### src/rtl/fetch_stage.sv
// ============================================================================
// fetch_stage : PC, instruction-memory request and IF/ID register with skid buffer
// Rev 1.0
// ============================================================================
`default_nettype none

module fetch_stage #(
  parameter logic [15:0] RESET_PC = 16'h0000,
  parameter logic [15:0] NOP_WORD = 16'h0000
) (
  input  logic        clk,
  input  logic        rst,
  input  logic        pc_load,
  input  logic [15:0] pc_target,
  input  logic        flush,
  input  logic        ex_stall,
  output logic [15:0] imem_addr,
  output logic        imem_read,
  input  logic [15:0] imem_rdata,
  input  logic        imem_ready,
  output logic [15:0] id_instruction,
  output logic [15:0] id_pc_next,
  output logic        id_valid
);

  typedef enum logic [1:0] {
    RUN   = 2'd0,
    HOLD  = 2'd1,
    ABORT = 2'd2
  } state_t;

  state_t      state, state_n;
  logic [15:0] pc, pc_n;
  logic [15:0] buffer, buffer_n;
  logic [15:0] instr_n, pcn_n;
  logic        valid_n;
  logic [15:0] pc_inc;

  assign pc_inc    = pc + 16'd1;
  assign imem_addr = pc;
  assign imem_read = (state == RUN);

  always_comb begin
    state_n  = state;
    pc_n     = pc;
    buffer_n = buffer;
    instr_n  = id_instruction;
    pcn_n    = id_pc_next;
    valid_n  = id_valid;

    if (pc_load) begin
      // Redirect: drop any returning or buffered word; cancel an open request via ABORT.
      pc_n    = pc_target;
      instr_n = NOP_WORD;
      valid_n = 1'b0;
      if ((state == RUN && !imem_ready) || state == ABORT) begin
        state_n = ABORT;
      end else begin
        state_n = RUN;
      end
    end else begin
      case (state)
        RUN: begin
          if (imem_ready) begin
            pc_n = pc_inc;
            // A flush occupies IF/ID like a stall, so the arriving word parks in the skid buffer.
            if (ex_stall || flush) begin
              buffer_n = imem_rdata;
              state_n  = HOLD;
            end else begin
              instr_n = imem_rdata;
              pcn_n   = pc_inc;
              valid_n = 1'b1;
            end
          end else if (!ex_stall) begin
            instr_n = NOP_WORD;
            pcn_n   = pc_inc;
            valid_n = 1'b0;
          end
        end
        HOLD: begin
          if (!ex_stall && !flush) begin
            instr_n = buffer;
            pcn_n   = pc;
            valid_n = 1'b1;
            state_n = RUN;
          end
        end
        ABORT: begin
          state_n = RUN;
          if (!ex_stall) begin
            instr_n = NOP_WORD;
            valid_n = 1'b0;
          end
        end
        default: state_n = RUN;
      endcase

      if (flush) begin
        instr_n = NOP_WORD;
        pcn_n   = id_pc_next;
        valid_n = 1'b0;
      end
    end
  end

  always_ff @(posedge clk or posedge rst) begin
    if (rst) begin
      state          <= RUN;
      pc             <= RESET_PC;
      buffer         <= 16'h0000;
      id_instruction <= NOP_WORD;
      id_pc_next     <= 16'h0000;
      id_valid       <= 1'b0;
    end else begin
      state          <= state_n;
      pc             <= pc_n;
      buffer         <= buffer_n;
      id_instruction <= instr_n;
      id_pc_next     <= pcn_n;
      id_valid       <= valid_n;
    end
  end

endmodule

`default_nettype wire

### config.mk
export PLATFORM = sky130hd
export DESIGN_NAME = fetch_stage
export DESIGN_NICKNAME = d
export VERILOG_FILES = /design/src/rtl/fetch_stage.sv
export SDC_FILE = /design/constraint.sdc
export NUM_CORES = 1
export LEC_CHECK = 0
export ABC_AREA = 1
export CORE_MARGIN = 2
export CORE_UTILIZATION = 35
export CTS_BUF_LIST = sky130_fd_sc_hd__clkbuf_8
export CTS_CLUSTER_DIAMETER = 200
export DETAILED_ROUTE_END_ITERATION = 10
export SLEW_MARGIN = 25
export SYNTH_ARGS = -nofsm -noshare
export SYNTH_HDL_FRONTEND = slang
export SYNTH_SLANG_ARGS = --single-unit
### constraint.sdc
create_clock -name clk -period 4 [get_ports clk]
set_input_delay 1.2 -clock clk [delete_from_list [all_inputs] [get_ports clk]]
set_output_delay 1.2 -clock clk [all_outputs]
set_load 0.05 [all_outputs]
# == Yosys cells after proc, flatten, opt, wreduce, memory -nomap -nowiden ==
# Index checks and enable logic that the tools add are counted.
# totals
ff_bits,67
latchBits,0
mem_bits_rw,0
rom_bits,0
in_bits,38
out_inout_bits,50
elab_cells,64
memories,0
# op_classes
addsub,1
multipliers,0
n_div,0
order_cmp,0
n_eq_ne,10
shifts,0
n_mux,28
bitwise,2
reduce_logical,17
# ops
cell,count
two-way mux 16 bit,13
one-hot mux 16 bit (3 select lines),1
one-hot mux 16 bit (2 select lines),1
adder 16 x 1 -> 16 bit (second input constant),1
two-way mux 2 bit,5
inequality test 3 x 2 -> 1 bit (second input constant),3
two-way mux 1 bit,6
inequality test 3 bit (second input constant),2
AND reduction 3 bit,2
AND reduction 6 bit,1
nonzero test 2 bit,3
inequality test 5 bit (second input constant),1
nonzero test 5 bit,1
inequality test 4 bit (second input constant),1
one-hot mux 2 bit (2 select lines),1
AND reduction 4 bit,1
zero test 1 bit,3
one-hot mux 1 bit (3 select lines),1
== test 2 x 1 -> 1 bit (second input constant),1
== test 2 bit (second input constant),1
logical AND 1 bit,2
zero test 2 bit,1
logical OR 1 bit,2
inequality test 2 bit (second input constant),1
2 further kinds,3

# == Logic depth before layout (Yosys ltp) ==
# Gate-level depths: netlist of the first run.
# logic_depth
depth_word,6
mapped_depth,11
ltp_nobuf,9

# == Worst setup path before layout of the first run ==
# OpenSTA, ideal clock, no wires.
# synth_timing
path_kind,register to output
startpoint,register state[0]
endpoint,output imem_read
arrival_time_ps,1028
path_slack_ps,1772
stages_incl_launch_ff,3
path_buffers,0
cell_sequence,dfrtp_1 > inv_1 > ha_1
# synth_via
elab_chain_len,1
# synth_rtl
element,line,text
"start, declared",32,"state_t state, state_n;"
"start signal, assigned",116,state <= state_n;
zero test 2 bit,41,assign imem_read = (state == RUN);
"end, declared",18,"output logic imem_read,"
# No other way between the ends.

# == Final worst setup path of the first run ==
# Ends and elaborated chain as after synthesis.

==> summary.json, run 1 <==
{
  "status": "finished clean",
  "num_io_pins": 88,
  "num-nets-final": 611,
  "worst_slew_pin_slew_ps": 752.3,
  "port_buffers": 87,
  "antenna_found_initial": 0,
  "cp-end-kind": "output port",
  "maxCapViolations": 0,
  "post_cts_buffers": 0,
  "place.detailed.hpwl_um": 7575,
  "timing.setup.tns_ps": 0,
  "detailedRoute.firstIterationViolations": 190,
  "clk_root_buffer_cell": "clkbuf_8",
  "fin_area_mm2": 0.004943,
  "post_detailed_route_via_to_cell_ratio": 5.117,
  "postCtsHoldBufs": 0,
  "final-max-slew-violation-count": 0,
  "path_max_fanout": 5,
  "post_synth_instance_area_mm2": 0.003750,
  "grt_max_degree": 37,
  "critical_path.n_buffers_inverters": 2,
  "setup.worst_path.class": "reg2out",
  "number_of_instances_in_the_synthesized_netlist": 483,
  "leak_pwr_nw": 2.271,
  "finalCritPeriodShare_pct": 80.61,
  "drt_first_pass_iters": 5,
  "final-setup-viol-count": 0,
  "flow.area_growth_from_synthesis_pct": 31.83,
  "yosysUniqueCellTypes": 33,
  "ys_ff_latch": 67,
  "power-per-cell-area_mw_per_mm2": 594.2,
  "worstPathRequired_ps": 2800,
  "holdCritPathClass": "reg2reg",
  "drt.antenna.violating_nets": 0,
  "finClkSkew_ps": 12.66,
  "synth_seq_area_share_pct": 44.71,
  "cts-buffers-inserted": 9,
  "finalCoreUtilization_pct": 47.67,
  "cp_data_arrival_time_ps": 2020,
  "grt_pass1_wl_um": 17270,
  "timing.critical_path.slowest_cell_delay_ps": 840,
  "floorplan.die_area_mm2": 0.01156,
  "drt_wl_total_um": 10520,
  "post_dp_cell_area_mm2": 0.004717,
  "cts.reportedPaths.clkPinSlew_ps": 70,
  "floorplan.initialDensity_pct": 36.16,
  "detailroute.via_count": 3618,
  "report.final.hold_viol_count": 0,
  "postSynthAreaPerCell_um2": 7.764,
  "tritoncts": "done",
  "cpLargestDelayFamily": "buffers and inverters",
  "antenna_cells_inserted": 0,
  "grt_overflow": 0,
  "max_freq_ghz": 0.3101,
  "post_cts_resized": 0,
  "drc_errors": 0,
  "final.min_clock_period_ps": 3224,
  "synth-warning-count": 0,
  "route.detailed.wl_per_inst_um": 14.88,
  "layout.cells.most_common": "nand2_1",
  "vdd_drop_max_v": 0.0003564,
  "slowest_stage": "clkdlybuf4s50_1",
  "setup.worst_path.start_class": "register",
  "core.rowCount": 37,
  "synth_fp_nets": 528,
  "cts.htree.levels": 3,
  "slew_headroom_pct": 49.85,
  "clk-insertion-delay-late_ps": 350,
  "vias_in_the_first_global_route": 3475,
  "cell_chain_critical_path": "inv_1, ha_1, clkdlybuf4s50_1",
  "cts-root-to-sink-buffers": 2,
  "globalplace.congestion": 0.8718,
  "final_cell_mix": "nand2_1 (151), clkdlybuf4s50_1 (87), dfrtp_1 (67)",
  "design.core.area_mm2": 0.01037,
  "rsz0062_at_grt": "false",
  "cts_num_sinks": 67,
  "grt_usage_pct": 18.95,
  "drive_above_1_share_pct": 7.531,
  "chipWidth_um": 107.5,
  "die_height_um": 107.5
}
==> flip-flops by register name (all words and copies together), names as in the netlist <==
signal / flops
buffer: 16
id_instruction: 16
id_pc_next: 16
imem_addr: 16
state: 2
id_valid: 1
==> per-stage QoR <==
step	hold WS [ps]	instances	total power, W	setup slack [ps]
floorplan	452.7	483	0.001886	1117
global placement	465.5	691	0.002284	937.4
detailed placement	467.6	691	0.002300	834.8
CTS	487.3	707	0.002949	784.1
global route	511.9	707	0.003108	713.5
finish	479.1	707	0.002937	775.5
==> routing by layer <==
| layer | wire, um | track usage (%) |
|---|---|---|
| met1 | 4815 | 26.07 |
| met2 | 4864 | 30.23 |
| met3 | 670 | 3.692 |
| met4 | 169 | 5.678 |
| met5 | 0 | 0 |
==> cells in the mapped netlist <==
library cell / instances / area (um^2)
a21oi_1: 26 / 130.1
a21oi_2: 5 / 43.79
a31oi_1: 2 / 12.51
buf_2: 6 / 30.03
buf_4: 2 / 15.01
buf_6: 5 / 56.30
clkbuf_1: 8 / 30.03
clkinv_1: 1 / 3.750
clkinv_4: 1 / 8.760
dfrtp_1: 67 / 1677
ha_1: 7 / 87.58
inv_1: 43 / 161.4
inv_2: 3 / 11.26
inv_4: 1 / 6.260
nand2_1: 151 / 566.8
nand2_4: 1 / 11.26
nand3_1: 42 / 210.2
nand3_2: 1 / 10.01
nand4_1: 4 / 25.02
nand4_4: 1 / 21.27
nor2_1: 19 / 71.32
nor2_2: 3 / 18.77
nor2_4: 2 / 22.52
nor3_1: 1 / 5.000
o211ai_1: 5 / 37.54
o21ai_0: 28 / 140.1
o21ai_1: 15 / 75.07
o21ai_4: 1 / 16.27
o21bai_1: 4 / 30.03
o22ai_1: 3 / 18.77
o31ai_1: 16 / 120.1
or2_1: 1 / 6.260
xor2_1: 8 / 70.07
==> logic make-up after synthesis <==
kind of cell | after synthesis | share of synthesized area [%]
and+or+nand+nor | 226 | 25.83
buffers and inverters | 70 | 8.608
AOI/OAI and AO/OA | 105 | 16.65
xor gates and xnor gates | 8 | 1.869
adders and majority gates | 7 | 2.336
DFF | 67 | 44.71
==> report_power, final <==
part / switching, W / leakage, nW / internal, W
Sequential: 0.000143 / 0.854 / 0.000856
Combinational: 0.000876 / 1.30 / 0.000413
Clock: 0.000282 / 0.113 / 0.000368
Total: 0.00130 / 2.27 / 0.00164
==> area by class of cell <==
cell class                      instances  area (um^2)
Multi-Input combinational cell        346         1753
Clock buffer                           10        137.6
Clock inverter                          6        86.33
Sequential cell                        67         1677
Timing Repair Buffer                   93        928.4
Fill cell                            1050         5426
Tap cell                              136        170.2
Inverter                               49        191.4
==> worst paths after layout <==
kind                                      startpoint                        endpoint  slack, ps  depth (start not counted)
setup / recovery                state[0]$_DFFE_PP0P_                       imem_read        780                          3
hold / removal             id_pc_next[9]$_DFFE_PP0P_       id_pc_next[9]$_DFFE_PP0P_        480                          2
setup reg to reg                state[0]$_DFFE_PP0P_   id_instruction[3]$_DFFE_PP0P_       1680                          6
hold reg to reg            id_pc_next[9]$_DFFE_PP0P_       id_pc_next[9]$_DFFE_PP0P_        480                          2
max in group asynchronous                        rst        imem_addr[1]$_DFFE_PP0P_       2050                          3
min in group asynchronous                        rst  id_instruction[10]$_DFFE_PP0P_       1290                          2
==> worst min-delay path, cell delays in order (launching register included) <==
cell and delay, ps:
dfrtp_1 350, nand2_1 50, nand2_1 50
Power figures use the tool's default switching activity.
==> inputs of run 2 (changes only) <==
==> constraint.sdc (replaced) <==
create_clock -name clk -period 3.16 [get_ports clk]
set_input_delay 0.948 -clock clk [delete_from_list [all_inputs] [get_ports clk]]
set_output_delay 0.948 -clock clk [all_outputs]
set_load 0.05 [all_outputs]
==> summary.json, run 2 (synthesis results as in run 1) <==
{
  "finClkSkew_ps": 9.104,
  "grt_usage_pct": 19.07,
  "cts.reportedPaths.clkPinSlew_ps": 80,
  "maxCapViolations": 0,
  "place.detailed.hpwl_um": 7444,
  "num_io_pins": 88,
  "post_cts_resized": 0,
  "total_power_w": 0.003653,
  "seqCellArea_mm2": 0.001677,
  "fin_ws_ps": 185.0,
  "status": "finished clean",
  "cts-buffers-inserted": 9,
  "placement.setup.worst_slack_ps": 430.4,
  "route.detailed.wl_per_inst_um": 14.87,
  "port_buffers": 87,
  "setup.worst_path.class": "reg2out",
  "detailroute.via_count": 3621,
  "holdCritPathClass": "reg2reg",
  "area_of_the_multi_input_gates_mm2": 0.001750,
  "num-nets-final": 613,
  "cp-end-kind": "output port",
  "report.final.hold_viol_count": 0,
  "rsz0062_at_grt": "false",
  "power-per-cell-area_mw_per_mm2": 740.5,
  "grt_max_degree": 68,
  "drive_above_1_share_pct": 7.679,
  "core.rowCount": 37,
  "drc_errors": 0,
  "slew_headroom_pct": 62.78,
  "cts.htree.levels": 3,
  "detailedRoute.firstIterationViolations": 327,
  "cts_num_sinks": 67,
  "post_detailed_route_via_to_cell_ratio": 5.107,
  "tritoncts": "done",
  "floorplan.initialDensity_pct": 36.16,
  "fin_area_mm2": 0.004932,
  "leak_pwr_nw": 2.266,
  "cp_data_arrival_time_ps": 2030,
  "final-max-slew-violation-count": 0,
  "grt_pass1_wl_um": 17350,
  "post_dp_cell_area_mm2": 0.004732,
  "flow.area_growth_from_synthesis_pct": 31.53,
  "worst_slew_pin_slew_ps": 556.1,
  "clk-insertion-delay-late_ps": 350,
  "floorplan.die_area_mm2": 0.01156,
  "drt_first_pass_iters": 5,
  "cts-root-to-sink-buffers": 2,
  "path_max_fanout": 5,
  "max_freq_ghz": 0.3361,
  "clk_root_buffer_cell": "clkbuf_8",
  "final.min_clock_period_ps": 2975,
  "grt_overflow": 0,
  "worstPathRequired_ps": 2210,
  "drt_wl_total_um": 10550,
  "final_cell_mix": "nand2_1 (151), clkdlybuf4s50_1 (87), dfrtp_1 (67)",
  "post_cts_buffers": 0,
  "antenna_cells_inserted": 0,
  "setup.worst_path.start_class": "register",
  "die_height_um": 107.5,
  "postCtsHoldBufs": 0,
  "vdd_drop_max_v": 0.0004651,
  "antenna_found_initial": 0,
  "finalCritPeriodShare_pct": 94.15,
  "layout.cells.most_common": "nand2_1",
  "timing.setup.tns_ps": 0,
  "final-setup-viol-count": 0,
  "n_fill_cell": 1017,
  "vias_in_the_first_global_route": 3478,
  "drt.antenna.violating_nets": 0,
  "design.core.area_mm2": 0.01037,
  "globalplace.congestion": 0.9266,
  "chipWidth_um": 107.5
}
## run 2: path summary, 6_finish.rpt
path,start,end,slack (ps),cells after the start
setup / recovery,state[0]$_DFFE_PP0P_,imem_read,180,3
hold / removal,id_pc_next[10]$_DFFE_PP0P_,id_pc_next[10]$_DFFE_PP0P_,490,2
setup reg to reg,state[1]$_DFFE_PP0P_,id_pc_next[13]$_DFFE_PP0P_,940,9
hold reg to reg,id_pc_next[10]$_DFFE_PP0P_,id_pc_next[10]$_DFFE_PP0P_,490,2
max in group asynchronous,rst,state[1]$_DFFE_PP0P_,1870,3
min in group asynchronous,rst,imem_addr[9]$_DFFE_PP0P_,1000,3
## run 2: stage by stage
stage | utilization (%) | instances | hold slack, ps
CTS | 47.56 | 709 | 487.1
floorplan | - | 483 | 452.7
detailed placement | 45.63 | 693 | 467.5
global route | 47.56 | 709 | 523.4
finish | 47.56 | 709 | 485.4
global placement | 45.63 | 693 | 465.2
## run 2: power by group
part           total (W)  switching, W  internal [W]  leakage, nW
clock network   0.000746      0.000378      0.000368       0.0958
registers        0.00126      0.000178       0.00108        0.854
logic            0.00165       0.00112      0.000526         1.32
total            0.00365       0.00168       0.00198         2.27
## run 2: area by class of cell
type	count	area share (%)
multi-input combinational	346	35.49
sequential	67	33.99
timing repair buffer	95	19.13
inverter	49	3.881
tap	136	3.450
clock buffer	9	2.511
clock inverter	7	1.547
## run 2: per-layer routing
layer / up-vias / part of all wire [%] / track usage [%]
met5: - / 0 / 0
met4: 0 / 2.0 / 6.227
met3: 22 / 6.5 / 3.995
met2: 145 / 46 / 30.37
met1: 1704 / 46 / 25.87
li1: 1750 / - / -
## run 2: critical path: stages, from the launching register on
cell and delay, ps:
dfrtp_1 410, inv_1 160, ha_1 270, clkdlybuf4s50_1 840
